**config.mk**
```make
export PLATFORM = sky130hd
export DESIGN_NAME = of_ex_skid_buffer
export DESIGN_NICKNAME = d
export VERILOG_FILES = /design/src/rtl/of_ex_skid_buffer.sv
export SDC_FILE = /design/constraint.sdc
export NUM_CORES = 1
export LEC_CHECK = 0
export CAP_MARGIN = 20
export CORE_AREA = 2 2 167 169
export DETAILED_ROUTE_END_ITERATION = 8
export DIE_AREA = 0 0 169 171
export DONT_BUFFER_PORTS = 1
export GPL_ROUTABILITY_DRIVEN = 0
export GPL_TIMING_DRIVEN = 1
export HOLD_SLACK_MARGIN = 0.15
export PLACE_DENSITY_LB_ADDON = 0.25
export SLEW_MARGIN = 20
export SYNTH_ARGS = -nofsm -noshare
export SYNTH_HDL_FRONTEND = slang
export SYNTH_SLANG_ARGS = --single-unit
```
**constraint.sdc**
```tcl
create_clock -name clk -period 3.9 [get_ports clk]
set_input_delay 0.78 -clock clk [delete_from_list [all_inputs] [get_ports clk]]
set_output_delay 0.78 -clock clk [all_outputs]
set_load 0.01 [all_outputs]
```
**src/rtl/of_ex_skid_buffer.sv**
```systemverilog
// OF->EX pipeline boundary: two-entry skid buffer with registered ready,
// branch-flush kill and a saturating stall-cycle counter.
//
// Ports:
//   clk, rst_n          clock, async active-low reset
//   flush               drop every buffered bundle
//   in_valid/in_ready   upstream handshake (in_ready is a register decode)
//   in_pc..in_ctrl      operand-fetch bundle
//   out_valid/out_ready execute handshake (out_valid is a register decode)
//   out_pc..out_ctrl    main entry fields
//   clr_stats           synchronous clear of stall_count
//   stall_count         cycles with out_valid & !out_ready, saturating
module of_ex_skid_buffer #(
   parameter int DATA_W = 32,
   parameter int CTRL_W = 22,
   parameter int CNT_W  = 16
) (
   input  logic              clk,
   input  logic              rst_n,
   input  logic              flush,
   input  logic              in_valid,
   output logic              in_ready,
   input  logic [DATA_W-1:0] in_pc,
   input  logic [DATA_W-1:0] in_inst,
   input  logic [DATA_W-1:0] in_op1,
   input  logic [DATA_W-1:0] in_op2,
   input  logic [CTRL_W-1:0] in_ctrl,
   output logic              out_valid,
   input  logic              out_ready,
   output logic [DATA_W-1:0] out_pc,
   output logic [DATA_W-1:0] out_inst,
   output logic [DATA_W-1:0] out_op1,
   output logic [DATA_W-1:0] out_op2,
   output logic [CTRL_W-1:0] out_ctrl,
   input  logic              clr_stats,
   output logic [CNT_W-1:0]  stall_count
);

   typedef struct packed {
      logic [DATA_W-1:0] pc;
      logic [DATA_W-1:0] inst;
      logic [DATA_W-1:0] op1;
      logic [DATA_W-1:0] op2;
      logic [CTRL_W-1:0] ctrl;
   } bun_t;

   typedef enum logic [1:0] {
      EMPTY = 2'd0,
      ONE   = 2'd1,
      FULL  = 2'd2
   } state_t;

   localparam logic [CNT_W-1:0] CNT_MAX = '1;

   state_t           state_q, state_d;
   bun_t             main_q, skid_q, in_b;
   logic             accept, consume;
   logic             ld_main_in, ld_main_skid, ld_skid;
   logic [CNT_W-1:0] cnt_q;

   assign in_b = {in_pc, in_inst, in_op1, in_op2, in_ctrl};

   // Handshake outputs decode only the state register.
   assign out_valid = (state_q != EMPTY);
   assign in_ready  = (state_q != FULL);

   assign accept  = in_valid & in_ready;
   assign consume = out_valid & out_ready;

   always_ff @(posedge clk or negedge rst_n) begin
      if (!rst_n) begin
         state_q <= EMPTY;
      end else begin
         state_q <= state_d;
      end
   end

   always_comb begin
      state_d      = state_q;
      ld_main_in   = 1'b0;
      ld_main_skid = 1'b0;
      ld_skid      = 1'b0;
      if (flush) begin
         // Kill wins; a same-cycle input is dropped.
         state_d = EMPTY;
      end else begin
         unique case (state_q)
            EMPTY: begin
               if (accept) begin
                  ld_main_in = 1'b1;
                  state_d    = ONE;
               end
            end
            ONE: begin
               if (accept && consume) begin
                  ld_main_in = 1'b1;
               end else if (accept) begin
                  ld_skid = 1'b1;
                  state_d = FULL;
               end else if (consume) begin
                  state_d = EMPTY;
               end
            end
            FULL: begin
               if (consume) begin
                  ld_main_skid = 1'b1;
                  state_d      = ONE;
               end
            end
            default: state_d = EMPTY;
         endcase
      end
   end

   always_ff @(posedge clk or negedge rst_n) begin
      if (!rst_n) begin
         main_q <= '0;
         skid_q <= '0;
      end else begin
         if (ld_main_in) begin
            main_q <= in_b;
         end else if (ld_main_skid) begin
            main_q <= skid_q;
         end
         if (ld_skid) begin
            skid_q <= in_b;
         end
      end
   end

   assign out_pc   = main_q.pc;
   assign out_inst = main_q.inst;
   assign out_op1  = main_q.op1;
   assign out_op2  = main_q.op2;
   assign out_ctrl = main_q.ctrl;

   always_ff @(posedge clk or negedge rst_n) begin
      if (!rst_n) begin
         cnt_q <= '0;
      end else if (clr_stats) begin
         cnt_q <= '0;
      end else if (out_valid && !out_ready
                   && cnt_q != CNT_MAX) begin
         cnt_q <= cnt_q + 1'b1;
      end
   end

   assign stall_count = cnt_q;

endmodule

```
==> out/qor.csv, run 1 <==
metric,value,unit
status,"complete, but fails checks",
failing checks,negative hold slack,
maximum vdd ir drop,0.364,mV
crit path capture type,register,
Post-synth EDFFs,0,
post-route clock skew,0.00926,ns
die width,169,um
CP top delay family,simple AND/OR/NAND/NOR gates,
register area,0.00796,mm2
Final period util,0.649,
first-pass GRT wire length,44800,um
Routed WL,29000,um
Starting Density,0.477,
"non-filler cells, final",1285,
Max Cap Violations,0,
worst-case reg-to-reg path depth,6,
CTS-repair resized insts,0,
Skew-Pair Late Insertion Delay,0.50,ns
1st-iter DRT viols,593,
Synthesis Warnings,0,
IO Pins,324,
Rel. slew slack,0.328,
fraction of registers with async set/reset,1.00,
Site Rows,61,
Final Hold Viols,22,
final setup violation count,0,
reg2reg end,out_pc[11],
register area share after synthesis,0.611,
Peak Freq,395,MHz
CTS root buf,clkbuf_16,
gr ovfl total,0,
drt pass-1 iters,4,
CTS buffer count,35,
maximum fanout along the worst path,45,
Leak Pwr,7.22,nW
antenna violations before repair,0,
Area Overhead vs Synth,11.3,%
post-synth top area share,0.611,
CTS H-tree depth,2,
Post-Syn Area,0.0130,mm2
placed insts,1224,
leading area contributor after synthesis,dfrtp_1,
internal cell power,6.62,mW
Via density,6.11,
antenna-violating nets left,0,
met1 GRT Util,0.249,
Post-Syn Instances,932,
Period minus WS final,2.53,ns
Worst path slowest cell,nor3b_4,
core area,0.0273,mm2
Fillers,2290,
vias in the first global route,7668,
Overall Global Routing Usage,0.193,
RSZ-0062 raised after global routing,false,
Max clock buf depth,3,
routing usage on met2,0.296,
GR Layer Usage met3,0.0874,
Sw Share,0.244,
largest net degree at the start of global routing,319,
syn_nets,1089,
Commonest cells post-synth,"dfrtp_1 (318), mux2_2 (153), a21o_1 (148), a22o_1 (148), buf_2 (51)",
CTS tree,yes,
clock sink total,318,
area occupied by multi-input gates,0.00476,mm2
sequential share of power,0.526,
register bit total from synthesis,318,
Die Ht,171,um
Netlist cell types,35,
"Largest stage delay, worst path",0.89,ns
top-count cell post-synth,dfrtp_1,
worst-margin pin slew,1.01,ns
Worst-path clk slew,0.06,ns
ant diodes,0,
"Slew Viols, Final",0,
PortBufs,0,
Area contributors post-synth,"dfrtp_1 (61%), mux2_2 (13%), a22o_1 (10%), a21o_1 (8.5%), buf_2 (2.0%)",
Post-DP HPWL,18000,um
Vias,7845,
final net count,1072,
number of post-CTS setup repair buffers,0,
Power Density,603,mW/mm2
Critical Path RT,4.34,ns
r2r startpoint,state_q[0],
worst path bufs/invs,2,
worst hold path class,in2async,
critical path type,reg2reg,
Clock power frac,0.378,
CP Cell Sequence,nand2b_1 -> nor3b_4 -> buf_12 -> buf_4 -> a22o_1 -> a21o_1,
grt peak-use layer,met2,
R2R setup slack,1.37,ns
Post-Layout Inst Area,0.0145,mm2
worst hold slack,-0.0186,ns
DR WL/cell,22.5,um
CP startpoint kind,register,
synthesized area per cell,14.0,um2
Net Sw Power,2.13,mW
Stages on worst setup path,6,
CP Data Arrival Time,2.96,ns
placed cell area,0.0133,mm2
Comb power frac,0.096,
drt drc,0,
die footprint,0.0289,mm2
setup TNS,0,ns
Main synth FF type,dfrtp_1,
layout cells sized above 1,0.243,
[cell usage in the layout, fill, tap and decap left out, types with 8 or more instances in the layout]
| cell type | synthesis | final |
|---|---|---|
| nand2_1 | 11 | 10 |
| clkbuf_16 | 0 | 37 |
| mux2_2 | 153 | 153 |
| a22o_1 | 148 | 148 |
| dfrtp_1 | 318 | 318 |
| nor2_1 | 9 | 8 |
| a21o_1 | 148 | 148 |
| a21oi_1 | 12 | 12 |
| or4_1 | 8 | 8 |
| clkbuf_8 | 0 | 9 |
[worst reg2reg max path: cells and delay by family (launching register included)]
family / cells / cell delay (ns)
AND/OR/NAND/NOR: 2 / 1.19
AO/OA/AOI/OAI: 2 / 0.26
buffers and inverters: 2 / 0.62
flip-flops: 1 / 0.42
[registers in the layout (all words and copies together) (netlist names)]
| name | flops |
|---|---|
| skid_q | 150 |
| out_inst | 32 |
| out_op1 | 32 |
| out_op2 | 32 |
| out_pc | 32 |
| out_ctrl | 22 |
| stall_count | 16 |
| state_q | 2 |
[worst max-delay path by stage]
stage                     from               to
CTS                 state_q[0]       out_pc[11]
detailed placement  state_q[0]       out_pc[11]
finish              state_q[0]       out_pc[11]
global route        state_q[0]       out_pc[27]
floorplan            out_ready  stall_count[15]
global placement     out_ready       out_pc[15]
[power groups by stage]
| stage | Sequential (mW) | Clock [mW] | Combinational (mW) |
|---|---|---|---|
| floorplan | 4.50 | 0 | 0.755 |
| global placement | 4.63 | 0 | 0.814 |
| detailed placement | 4.66 | 0 | 0.855 |
| CTS | 4.60 | 3.40 | 0.856 |
| global route | 4.69 | 3.54 | 0.927 |
| finish | 4.60 | 3.31 | 0.840 |
[metal layers]
metal	wire length [um]	share of wire
met2	13400	0.46
met5	0	0
met1	11600	0.40
met3	3270	0.11
met4	693	0.024
[layout make-up]
type                       instances  area share
multi-input combinational        545       0.328
timing repair buffer              13      0.0119
tap                              346      0.0299
clock buffer                      53      0.0742
inverter                           2    0.000518
clock inverter                     8     0.00664
sequential                       318       0.549
[through the flow]
step                      power (mW)  worst slack [ns]  utilization
after floorplan                 5.25              2.00            -
after global placement          5.44              1.44        0.488
after detailed placement        5.51              1.34        0.488
after CTS                       8.86              1.35        0.531
after global routing            9.16              1.24        0.531
final                           8.75              1.37        0.531
[kinds of logic (layout without fill, tap and decap cells)]
kind of cell,after synthesis,count (layout),share of synthesized area
adder cells (fa/ha/maj),1,1,0.000961
AND/OR/NAND/NOR,57,57,0.0260
buffers and inverters,69,76,0.0248
flip-flops,318,318,0.611
multiplexers,158,158,0.136
AO/OA/AOI/OAI,329,329,0.201
Power figures use the tool's default switching activity.
==> inputs of run 2 (changes only) <==
==> constraint.sdc (replaced) <==
create_clock -name clk -period 2.3 [get_ports clk]
set_input_delay 0.46 -clock clk [delete_from_list [all_inputs] [get_ports clk]]
set_output_delay 0.46 -clock clk [all_outputs]
set_load 0.01 [all_outputs]
==> run 2 against run 1 <==
Non-clock buffer count up 154. Maximum frequency increased by 16%. Critical path type unchanged. Highest routed layer unchanged. The flow still finishes with violations (negative hold slack). Global-route usage increased by 1.7 points.
==> out/qor.csv, run 2 (synthesis gave the netlist of run 1 again) <==
metric,value,unit,change
status,"complete, but fails checks",,unchanged
failing checks,negative hold slack,,unchanged
setup TNS,0,ns,unchanged
CTS-repair resized insts,0,,unchanged
Final Hold Viols,318,,was 22
reg2reg end,out_inst[26],,was out_pc[11]
DR WL/cell,21.8,um,was 22.5 um
Max clock buf depth,3,,unchanged
met2 wire len,14900,um,"was 13,400 um"
Sw Share,0.248,,was 0.244
final setup violation count,0,,unchanged
worst hold path class,in2async,,unchanged
die footprint,0.0289,mm2,unchanged
Peak Freq,460,MHz,was 395 MHz
Rel. slew slack,0.317,,was 0.328
ant diodes,0,,unchanged
Clock power frac,0.357,,was 0.378
drt drc,0,,unchanged
antenna violations before repair,0,,unchanged
1st-iter DRT viols,534,,was 593
worst-case reg-to-reg path depth,5,,was 6
top sig layer,met4,,unchanged
Place WS,0.0983,ns,was 1.34 ns
"Slew Viols, Final",0,,unchanged
R2R setup slack,0.12,ns,was 1.37 ns
last element of the critical path,out_inst[26],,was out_pc[11]
Comb power frac,0.113,,was 0.096
CTS buffer count,34,,was 35
Post-Layout Inst Area,0.0160,mm2,was 0.0145 mm2
area occupied by multi-input gates,0.00476,mm2,about the same
maximum fanout along the worst path,152,,was 45
IO Pins,324,,unchanged
CP Launch Point,state_q[0],,unchanged
Reg with most FFs,skid_q,,unchanged
CTS H-tree depth,2,,unchanged
post-route setup slack,0.124,ns,was 1.37 ns
Skew-Pair Late Insertion Delay,0.50,ns,about the same
Overall Global Routing Usage,0.211,,was 0.193
maximum vdd ir drop,0.613,mV,was 0.364 mV
CTS tree,yes,,unchanged
worst-margin pin slew,1.02,ns,was 1.01 ns
drt pass-1 iters,4,,unchanged
Leak Pwr,7.82,nW,was 7.22 nW
Fillers,2147,,"was 2,290"
DRT met1 WL,12800,um,"was 11,600 um"
first-pass GRT wire length,48700,um,"was 44,800 um"
CTS root buf,clkbuf_16,,unchanged
r2r startpoint,state_q[0],,unchanged
worst hold slack,-0.341,ns,was -0.0186 ns
Max Cap Violations,0,,unchanged
vias in the first global route,8733,,"was 7,668"
core area,0.0273,mm2,unchanged
Area Overhead vs Synth,22.6,%,was 11.3%
antenna-violating nets left,0,,unchanged
Die Ht,171,um,unchanged
RSZ-0062 raised after global routing,false,,unchanged
Final period util,0.946,,was 0.649
"commonest non-fill, non-tap cell in the layout",dfrtp_1,,unchanged
register area,0.00796,mm2,unchanged
Site Rows,61,,unchanged
sequential share of power,0.530,,was 0.526
internal cell power,11.1,mW,was 6.62 mW
Via density,5.87,,was 6.11
PortBufs,0,,unchanged
CTS Hold Bufs,153,,
post-route clock skew,0.0109,ns,was 0.00926 ns
max reg flops,150,,unchanged
CP Cell Sequence,nor2b_2 -> nor3_4 -> buf_12 -> a22o_1 -> a21o_1,,was nand2b_1 -> nor3b_4 -> buf_12 -> buf_4 -> a22o_1 -> a21o_1
CP Data Arrival Time,2.61,ns,was 2.96 ns
Period minus WS final,2.18,ns,was 2.53 ns
gr ovfl total,0,,unchanged
"commonest cells after routing, fill and taps aside","dfrtp_1 (318), mux2_2 (153), dlygate4sd3_1 (153)",,"was dfrtp_1 (318), mux2_2 (153), a22o_1 (148), a21o_1 (148), clkbuf_16 (37)"
Power Density,923,mW/mm2,was 603 mW/mm2
crit path capture type,register,,unchanged
final net count,1226,,"was 1,072"
clock sink total,318,,unchanged
Starting Density,0.477,,unchanged
die width,169,um,unchanged
Worst path slowest cell,buf_12,,was nor3b_4
Worst-path clk slew,0.06,ns,about the same
Net Sw Power,3.66,mW,was 2.13 mW
critical path type,reg2reg,,unchanged
layout cells sized above 1,0.204,,was 0.243
met3 WL,2980,um,was 3270 um
Critical Path RT,2.73,ns,was 4.34 ns
Routed WL,31400,um,"was 29,000 um"
Vias,8446,,"was 7,845"
"Largest stage delay, worst path",0.55,ns,was 0.89 ns
Post-DP HPWL,17400,um,"was 18,000 um"
CP startpoint kind,register,,unchanged
placed cell area,0.0133,mm2,about the same
largest net degree at the start of global routing,319,,unchanged
==> run 2: changes by cell type in the layout (fill, tap and decap cells not counted), sizes merged <==
cell         change
clkbuf           +3
buf              +1
inv              -1
bufinv           -2
dlygate4sd3    +153
nor2             +1
clkinvlp         -1
==> run 2: cell type report <==
class | instances | area share
flip-flops and latches | 318 | 0.498
well taps | 346 | 0.0271
multi-input cells | 546 | 0.298
clock buffers | 56 | 0.0662
repair buffers | 167 | 0.108
inverters | 2 | 0.000470
clock inverters | 4 | 0.00125
==> run 2: worst max-delay path: cells and delay by family, from the launching register on <==
family	cells	cell delay (ns)
buf+inv	1	0.55
simple gates	2	0.54
compound gates	2	0.37
flops	1	0.42
==> run 2: stage by stage <==
stage,std cells,hold slack (ns),utilization,power [mW]
2_1_floorplan,932,0.164,-,8.91
5_1_grt,1439,-0.371,0.584,15.4
3_3_place_gp,1225,0.172,0.489,9.23
4_1_cts,1438,-0.363,0.584,14.9
6_report,1439,-0.341,0.584,14.7
3_5_place_dp,1225,0.171,0.489,9.34
==> run 2: power by group through the flow <==
stage                     sequential, mW  combinational [mW]  clock, mW
final                               7.81                1.67       5.26
after global routing                7.97                1.83       5.63
after CTS                           7.80                1.68       5.39
after detailed placement            7.89                1.45          0
after global placement              7.85                1.38          0
after floorplan                     7.63                1.28          0
==> run 2: metal layers <==
layer / track usage / vias to the layer above
li1: - / 3761
met1: 0.266 / 4368
met2: 0.342 / 272
met3: 0.0800 / 45
met4: 0.0572 / 0
met5: 0 / -
==> run 2: worst min-delay path by stage <==
stage / start / end / slack, ns
after global placement: rst_n / skid_q[132] / 0.17
after floorplan: rst_n / out_ctrl[0] / 0.16
after CTS: rst_n / skid_q[132] / -0.36
final: rst_n / skid_q[132] / -0.34
after detailed placement: rst_n / skid_q[132] / 0.17
after global routing: rst_n / skid_q[132] / -0.37
==> run 2: what timing repair did <==
item / 4_1_cts / 5_1_grt
setup endpoints to repair: 0 / 93
buffers inserted: 0 / 0
hold endpoints to repair: 485 / 318
==> inputs of run 3 (changes only) <==
--- a/config.mk
+++ b/config.mk
@@ -11,7 +11,7 @@
 export DIE_AREA = 0 0 169 171
 export DONT_BUFFER_PORTS = 1
 export GPL_ROUTABILITY_DRIVEN = 0
-export GPL_TIMING_DRIVEN = 1
+export GPL_TIMING_DRIVEN = 0
 export HOLD_SLACK_MARGIN = 0.15
 export PLACE_DENSITY_LB_ADDON = 0.25
 export SLEW_MARGIN = 20
==> constraint.sdc (replaced) <==
create_clock -name clk -period 2.3 [get_ports clk]
set_input_delay 0.46 -clock clk [delete_from_list [all_inputs] [get_ports clk]]
set_output_delay 0.46 -clock clk [all_outputs]
set_load 0.005 [all_outputs]
==> run 3 against run 2 <==
The flow still finishes with violations (negative hold slack). Count of clock-buffer cells in the layout down 3. Clock skew down 0.0047 ns. Total power up 0.91%. Non-clock buffer count up 54. Combinational power about the same. Sequential power down 2%. Wire length up 5.8%.
==> out/qor.csv, run 3 (synthesis gave the netlist of run 1 again) <==
metric,value,unit,change
status,"complete, but fails checks",,unchanged
failing checks,negative hold slack,,unchanged
CP startpoint kind,register,,unchanged
Max clock buf depth,3,,unchanged
maximum fanout along the worst path,10,,was 152
Via density,5.77,,was 5.87
grt peak-use layer,met2,,unchanged
vias in the first global route,9148,,"was 8,733"
Fillers,2136,,"was 2,147"
CTS Hold Bufs,154,,was 153
maximum vdd ir drop,0.717,mV,was 0.613 mV
1st-iter DRT viols,493,,was 534
met1 GRT Util,0.288,,was 0.266
DR WL/cell,22.2,um,was 21.8 um
Area Overhead vs Synth,23.9,%,was 22.6%
Peak Freq,459,MHz,was 460 MHz
Post-DP HPWL,20500,um,"was 17,400 um"
core area,0.0273,mm2,unchanged
"Largest stage delay, worst path",0.46,ns,was 0.55 ns
Critical Path RT,2.68,ns,was 2.73 ns
CP Data Arrival Time,2.56,ns,was 2.61 ns
drt pass-1 iters,4,,unchanged
GR Layer Usage met3,0.0729,,was 0.0800
"Slew Viols, Final",0,,unchanged
worst path bufs/invs,2,,was 1
clock sink total,318,,unchanged
layout cells sized above 1,0.227,,was 0.204
most frequent CP cell,buf_2,,
Power Density,922,mW/mm2,was 923 mW/mm2
worst-margin pin slew,0.630,ns,was 1.02 ns
setup TNS,0,ns,unchanged
Worst-path clk slew,0.06,ns,about the same
Rel. slew slack,0.580,,was 0.317
worst hold slack,-0.349,ns,was -0.341 ns
Leak Pwr,7.94,nW,was 7.82 nW
Site Rows,61,,unchanged
Die Ht,171,um,unchanged
final net count,1280,,"was 1,226"
post-route clock skew,0.00623,ns,was 0.0109 ns
worst hold path class,in2async,,unchanged
Reg with most FFs,skid_q,,unchanged
final setup violation count,0,,unchanged
Vias,8612,,"was 8,446"
largest net degree at the start of global routing,319,,unchanged
Final Hold Viols,318,,unchanged
Skew-Pair Late Insertion Delay,0.50,ns,about the same
CTS tree,yes,,unchanged
first-pass GRT wire length,51400,um,"was 48,700 um"
die width,169,um,unchanged
IO Pins,324,,unchanged
CTS buffer count,35,,was 34
Period minus WS final,2.18,ns,about the same
die footprint,0.0289,mm2,unchanged
Max Cap Violations,0,,unchanged
CTS H-tree depth,2,,unchanged
Final period util,0.947,,was 0.946
critical path type,reg2reg,,unchanged
PortBufs,0,,unchanged
Worst path slowest cell,nor3b_4,,was buf_12
Starting Density,0.477,,unchanged
Overall Global Routing Usage,0.226,,was 0.211
Routed WL,33200,um,"was 31,400 um"
drt drc,0,,unchanged
RSZ-0062 raised after global routing,false,,unchanged
max reg flops,150,,unchanged
"commonest cells after routing, fill and taps aside","dfrtp_1 (318), dlygate4sd3_1 (154), mux2_2 (153)",,"was dfrtp_1 (318), mux2_2 (153), dlygate4sd3_1 (153)"
gr ovfl total,0,,unchanged
CP Cell Sequence,nand2b_1 -> nor3b_4 -> nor2_1 -> buf_2 -> buf_2 -> a21o_1,,was nor2b_2 -> nor3_4 -> buf_12 -> a22o_1 -> a21o_1
Design Power,14.9,mW,was 14.7 mW
CTS root buf,clkbuf_16,,unchanged
"commonest non-fill, non-tap cell in the layout",dfrtp_1,,unchanged
routing usage on met2,0.372,,was 0.342
antenna-violating nets left,0,,unchanged
antenna violations before repair,0,,unchanged
crit path capture type,register,,unchanged
CP top delay family,simple AND/OR/NAND/NOR gates,,was buffers and inverters
==> run 3: final timing paths <==
kind | from | slack (ns) | end | depth (start not counted)
worst min-delay path | rst_n | -0.35 | stall_count[5] | 0
min in group clk | in_inst[20] | 0.17 | out_inst[20] | 2
worst max register to register | state_q[0] | 0.12 | out_op2[21] | 6
max in group asynchronous | rst_n | 2.12 | skid_q[46] | 0
worst min register to register | out_op1[7] | 0.50 | out_op1[7] | 1
worst max-delay path | state_q[0] | 0.12 | out_op2[21] | 6
==> run 3: final cells by class <==
type                    instances  area, um2  area share
plain buffers                  67        318      0.0197
clock inverters                 7       90.1     0.00558
inverters                       2       7.51    0.000465
clock buffers                  53       1050      0.0648
multi-input cells             545       4740       0.294
flip-flops and latches        318       7960       0.493
diodes                          1       2.50    0.000155
repair buffers                154       1540      0.0955
well taps                     346        433      0.0268
==> run 3: layer usage <==
metal	vias to the layer above	share of wire	wire length, um
li1	3888	-	-
met1	4388	0.42	13800
met2	282	0.48	15800
met3	54	0.085	2820
met4	0	0.023	773
met5	-	0	0
==> run 3: repair_timing <==
action	in CTS	in global routing
resized for setup	0	1
setup endpoints to repair	0	69
endpoints found under the hold margin	490	318
setup buffers	0	0
==> run 3: through the flow <==
stage | cells | instance area, um2 | setup WS (ns) | utilization | hold WS (ns)
finish | 1493 | 16100 | 0.123 | 0.591 | -0.349
global route | 1492 | 16100 | 0.00227 | 0.591 | -0.368
CTS | 1492 | 16100 | 0.0593 | 0.590 | -0.370
detailed placement | 1278 | 13500 | 0.0884 | 0.492 | 0.171
global placement | 1278 | 13500 | 0.107 | 0.492 | 0.170
floorplan | 932 | 13000 | 0.612 | - | 0.164
==> run 3: report_power, final <==
part / internal [mW] / leakage (nW) / switching (mW)
registers: 6.82 / 3.95 / 0.819
clock network: 3.35 / 0.551 / 2.18
logic: 1.14 / 3.44 / 0.561
